## src/rtl/semaforo_pkg.sv

```systemverilog
// Shared definitions for the crossing traffic-light controller and its
// pedestrian push-button front end.
package semaforo_pkg;

    // Debounce defaults, also used by the light controller's top level
    localparam int DEB_CYCLES_DEF = 16;
    localparam int CNT_W_DEF      = 5;

    // Debounce FSM encoding
    localparam logic [1:0] ST_IDLE    = 2'b00;
    localparam logic [1:0] ST_CHK_ON  = 2'b01;
    localparam logic [1:0] ST_HELD    = 2'b10;
    localparam logic [1:0] ST_CHK_OFF = 2'b11;

    typedef enum logic [1:0] {
        IDLE    = ST_IDLE,
        CHK_ON  = ST_CHK_ON,
        HELD    = ST_HELD,
        CHK_OFF = ST_CHK_OFF
    } estado_t;

endpackage

```

## src/rtl/sincronizador.sv

```systemverilog
// Two-flop synchroniser bringing an asynchronous level into the CLK domain.
module sincronizador (
    input  logic CLK,
    input  logic RST,
    input  logic D,
    output logic Q
);

    logic s1;

    // Shift the raw level through two flops; only Q is safe to use
    always_ff @(posedge CLK or negedge RST) begin
        if (!RST) begin
            s1 <= 1'b0;
            Q  <= 1'b0;
        end else begin
            s1 <= D;
            Q  <= s1;
        end
    end

endmodule

```

## src/rtl/pulsador_peaton.sv

```systemverilog
// Pedestrian push-button front end: synchronises and debounces the button
// and holds a request level T until the light controller acknowledges it.
module pulsador_peaton
    import semaforo_pkg::*;
#(
    parameter int DEB_CYCLES = DEB_CYCLES_DEF,
    parameter int CNT_W      = CNT_W_DEF
) (
    input  logic CLK,
    input  logic RST,
    input  logic EN,
    input  logic BTN,
    input  logic ACK,
    output logic T,
    output logic PRESS,
    output logic BUSY
);

    // The counter exits on this value, so it never wraps
    localparam logic [CNT_W-1:0] CNT_LAST = CNT_W'(DEB_CYCLES - 1);

    logic             btn_s;
    estado_t          state;
    estado_t          state_nxt;
    logic [CNT_W-1:0] cnt;
    logic [CNT_W-1:0] cnt_nxt;
    logic             press_nxt;

    sincronizador u_sync (
        .CLK (CLK),
        .RST (RST),
        .D   (BTN),
        .Q   (btn_s)
    );

    // State register and debounce counter
    always_ff @(posedge CLK or negedge RST) begin
        if (!RST) begin
            state <= IDLE;
            cnt   <= '0;
        end else begin
            state <= state_nxt;
            cnt   <= cnt_nxt;
        end
    end

    // Next-state logic; every state change clears the counter
    always_comb begin
        state_nxt = state;
        cnt_nxt   = cnt;
        press_nxt = 1'b0;
        if (!EN) begin
            state_nxt = IDLE;
            cnt_nxt   = '0;
        end else begin
            case (state)
                IDLE: begin
                    if (btn_s) begin
                        state_nxt = CHK_ON;
                        cnt_nxt   = '0;
                    end
                end
                CHK_ON: begin
                    if (!btn_s) begin
                        state_nxt = IDLE;
                        cnt_nxt   = '0;
                    end else if (cnt == CNT_LAST) begin
                        state_nxt = HELD;
                        cnt_nxt   = '0;
                        press_nxt = 1'b1;
                    end else begin
                        cnt_nxt = cnt + 1'b1;
                    end
                end
                HELD: begin
                    if (!btn_s) begin
                        state_nxt = CHK_OFF;
                        cnt_nxt   = '0;
                    end
                end
                CHK_OFF: begin
                    if (btn_s) begin
                        state_nxt = HELD;
                        cnt_nxt   = '0;
                    end else if (cnt == CNT_LAST) begin
                        state_nxt = IDLE;
                        cnt_nxt   = '0;
                    end else begin
                        cnt_nxt = cnt + 1'b1;
                    end
                end
                default: begin
                    state_nxt = IDLE;
                    cnt_nxt   = '0;
                end
            endcase
        end
    end

    // Registered outputs, aligned with the state they describe
    always_ff @(posedge CLK or negedge RST) begin
        if (!RST) begin
            PRESS <= 1'b0;
            BUSY  <= 1'b0;
        end else begin
            PRESS <= press_nxt;
            BUSY  <= (state_nxt != IDLE);
        end
    end

    // Request latch: acknowledge wins over a coincident press
    always_ff @(posedge CLK or negedge RST) begin
        if (!RST) begin
            T <= 1'b0;
        end else if (ACK) begin
            T <= 1'b0;
        end else if (PRESS && EN) begin
            T <= 1'b1;
        end
    end

endmodule

```

## config.mk

```make
export PLATFORM = sky130hd
export DESIGN_NAME = pulsador_peaton
export DESIGN_NICKNAME = d
export VERILOG_FILES = /design/src/rtl/semaforo_pkg.sv /design/src/rtl/sincronizador.sv /design/src/rtl/pulsador_peaton.sv
export SDC_FILE = /design/constraint.sdc
export NUM_CORES = 1
export LEC_CHECK = 0
export CAP_MARGIN = 20
export CELL_PAD_IN_SITES_DETAIL_PLACEMENT = 1
export CELL_PAD_IN_SITES_GLOBAL_PLACEMENT = 2
export CORE_MARGIN = 1
export CORE_UTILIZATION = 28
export CTS_CLUSTER_SIZE = 20
export DETAILED_ROUTE_END_ITERATION = 8
export PLACE_DENSITY_LB_ADDON = 0.2
export SLEW_MARGIN = 20
export SYNTH_ARGS = -nofsm -noshare
export SYNTH_HDL_FRONTEND = slang
export SYNTH_SLANG_ARGS = --single-unit
export TNS_END_PERCENT = 10
```

## constraint.sdc

```tcl
create_clock -name CLK -period 1.5 [get_ports CLK]
set_input_delay 0.3 -clock CLK [delete_from_list [all_inputs] [get_ports CLK]]
set_output_delay 0.3 -clock CLK [all_outputs]
set_load 0.05 [all_outputs]
```

==> impl_metrics.json, run 1 <==
{
  "place.gp.congestion": 0.7481,
  "dp_hpwl_um": 918.3,
  "timing.final.setup_violations": 0,
  "track_usage_pct": 14.29,
  "worst-path-max-fanout": 3,
  "cp-end-kind": "flop",
  "rrSetupSlack_ns": 0.08,
  "p_per_area_nw_per_um2": 848.2,
  "maxCapViolations": 0,
  "area_growth_pct": 43.69,
  "totalWireLength_um": 1148,
  "synthesis.area_um2": 535.5,
  "io_buffer_count": 7,
  "grt_antenna_before_repair": 0,
  "p_int_w": 0.0005081,
  "finClkSkew_ns": 0.003925,
  "swShare_pct": 22.15,
  "route.detailed.drc": 0,
  "clockBufferDepth": 2,
  "post-route-period-util_pct": 94.98,
  "critical_path_arrival_ns": 1.62,
  "die-height_um": 45.73,
  "power_frac_seq_pct": 51.3,
  "combPwrFrac_pct": 9.4,
  "yosysWarnings": 0,
  "tns_ns": 0,
  "grt_pass1_wl_um": 2042,
  "cts_tree": "built",
  "ys_seq_elements": 12,
  "cts_sinks": 12,
  "pwr-share-clk_pct": 39.4,
  "ys_types": 23,
  "grt_overflow_total": 0,
  "p_leak_nw": 0.3382,
  "syn_area_per_cell_um2": 10.71,
  "synth_top_cell_by_area": "dfrtp_1",
  "slew_violations": 0,
  "fp.coreArea_um2": 1764,
  "critical_path_class": "flop to flop",
  "grt_pass1_vias": 439,
  "rsz0062_at_grt": "false",
  "drt_first_pass_iters": 2,
  "die-area_um2": 2091,
  "ir_drop_mv": 0.4732,
  "synth_top_area_share_pct": 56.07,
  "layout-drive-gt1-share_pct": 27.54,
  "hold_buffers": 0,
  "startpoint_type": "flop",
  "report.final.hold_viol_count": 0,
  "insertion_delay_ns": 0.27,
  "finalNetCount": 76,
  "startpoint": "cnt[0]$_DFFE_PN0P_",
  "reg2regPathDepth": 4,
  "htreeDepth": 1,
  "antenna_left": 0,
  "reg2reg_from": "cnt[0]$_DFFE_PN0P_",
  "row_count": 15,
  "numCtsBuffers": 3,
  "ys_seq_area_share_pct": 56.07,
  "viasPerCell": 4.702,
  "grt_max_degree": 13,
  "syn_inst": 50,
  "power_w": 0.0006527,
  "drtIter0Drc": 2,
  "status": "finished, final reports clean",
  "start_util_pct": 30.35,
  "root_buffer": "clkbuf_4",
  "placed_area_um2": 715.7,
  "tightest_slew_ns": 0.4122,
  "period_needed_ns": 1.425,
  "die_width_um": 45.73,
  "fmax_mhz": 701.9,
  "num_antenna_cells": 0,
  "wl_per_cell_um": 12.21,
  "synth.area.top_cells": "dfrtp_1, nand3_1, a21boi_1",
  "synth_nets": 56,
  "p_sw_w": 0.0001446,
  "num_vias": 442,
  "postLayoutCellArea_um2": 769.5,
  "r2r-end": "cnt[0]$_DFFE_PN0P_",
  "hp-class": "input port to async pin",
  "clkTransAtPathRegs_ns": 0.08,
  "relSlewSlack_pct": 72.43,
  "ioPinCount": 8,
  "required_ns": 1.70
}
==> registers in the layout (all words and copies together), names as in the netlist <==
signal	count
BUSY	1
PRESS	1
T	1
cnt	5
state	2
u_sync.Q	1
u_sync.s1	1
==> cell usage after synthesis, drive strengths merged <==
cell and n:
xnor2 1, nor3b 1, a21boi 4, nor2 1, nand4b 1, nand2 5
nand3 6, nor2b 2, xor2 2, a21oi 3, dfrtp 12, inv 2
and4b 1, clkbuf 1, or4 1, o22ai 1, ha 1, o21ai 2
nand4 2, o2111ai 1
==> worst max path at each step <==
stage,endpoint,cells past startpoint
global placement,cnt[0]$_DFFE_PN0P_,4
floorplan,cnt[0]$_DFFE_PN0P_,4
global route,cnt[0]$_DFFE_PN0P_,4
detailed placement,cnt[0]$_DFFE_PN0P_,4
finish,cnt[0]$_DFFE_PN0P_,4
CTS,cnt[0]$_DFFE_PN0P_,4
==> cell type report <==
type | count | area [um^2]
Fill cell | 222 | 994.7
Sequential cell | 12 | 300.3
Tap cell | 25 | 31.28
Inverter | 2 | 7.507
Multi-Input combinational cell | 35 | 226.5
Clock buffer | 4 | 36.28
Timing Repair Buffer | 16 | 167.7
==> metal layers <==
| metal | vias up | global-route usage [%] | wire length, um |
|---|---|---|---|
| li1 | 219 | - | - |
| met1 | 213 | 20.65 | 575 |
| met2 | 8 | 20.57 | 531 |
| met3 | 2 | 3.571 | 26 |
| met4 | 0 | 5.294 | 15 |
| met5 | - | 0 | 0 |
==> stage by stage <==
| stage | utilization (%) | hold WS, ns | worst slack, ns | std cells |
|---|---|---|---|---|
| floorplan | - | 0.004409 | 0.02792 | 50 |
| finish | 43.62 | 0.3162 | 0.07526 | 94 |
| global route | 43.62 | 0.3420 | 0.01265 | 94 |
| global placement | 40.57 | 0.3354 | 0.07023 | 88 |
| detailed placement | 40.57 | 0.3371 | 0.007323 | 88 |
| CTS | 43.48 | 0.3208 | 0.005502 | 94 |
==> cell families after synthesis <==
kind of cell,Yosys count,share of synthesized area [%]
AND/OR/NAND/NOR,20,21.50
flip-flops,12,56.08
AO/OA/AOI/OAI,11,13.08
buffers and inverters,3,2.101
adder cells (fa/ha/maj),1,2.336
XOR/XNOR,3,4.907
==> placed cells by master, fill, tap and decap left out, drive strengths merged, types with 3 or more instances in the layout <==
master,instances
dfrtp,12
buf,12
nand3,6
nand2,5
clkdlybuf4s50,4
a21boi,4
clkbuf,4
a21oi,3
==> critical path, stage by stage, from the launching register on <==
cell      delay [ns]
dfrtp_1         0.39
ha_2            0.19
and4b_4         0.19
or4_1           0.46
a21boi_1        0.13
==> power groups by stage <==
stage	Clock, W	Combinational [W]	Sequential, W
after floorplan	0	0.0000164	0.000346
final	0.000257	0.0000611	0.000335
after CTS	0.000264	0.0000627	0.000335
after global routing	0.000285	0.0000682	0.000336
after global placement	0	0.0000611	0.000341
after detailed placement	0	0.0000610	0.000341
==> what timing repair did <==
action                     4_1_cts  5_1_grt
buffers inserted                 2        0
pin swaps                        0        1
gates resized for setup          0        1
setup endpoints to repair        1        1
Power figures use the tool's default switching activity.
==> run 2: changes to the inputs <==
Settings changed: SKIP_LAST_GASP set to 1.
==> results of run 2 <==
Final layout, timing and power as in run 1 (identical DEF).
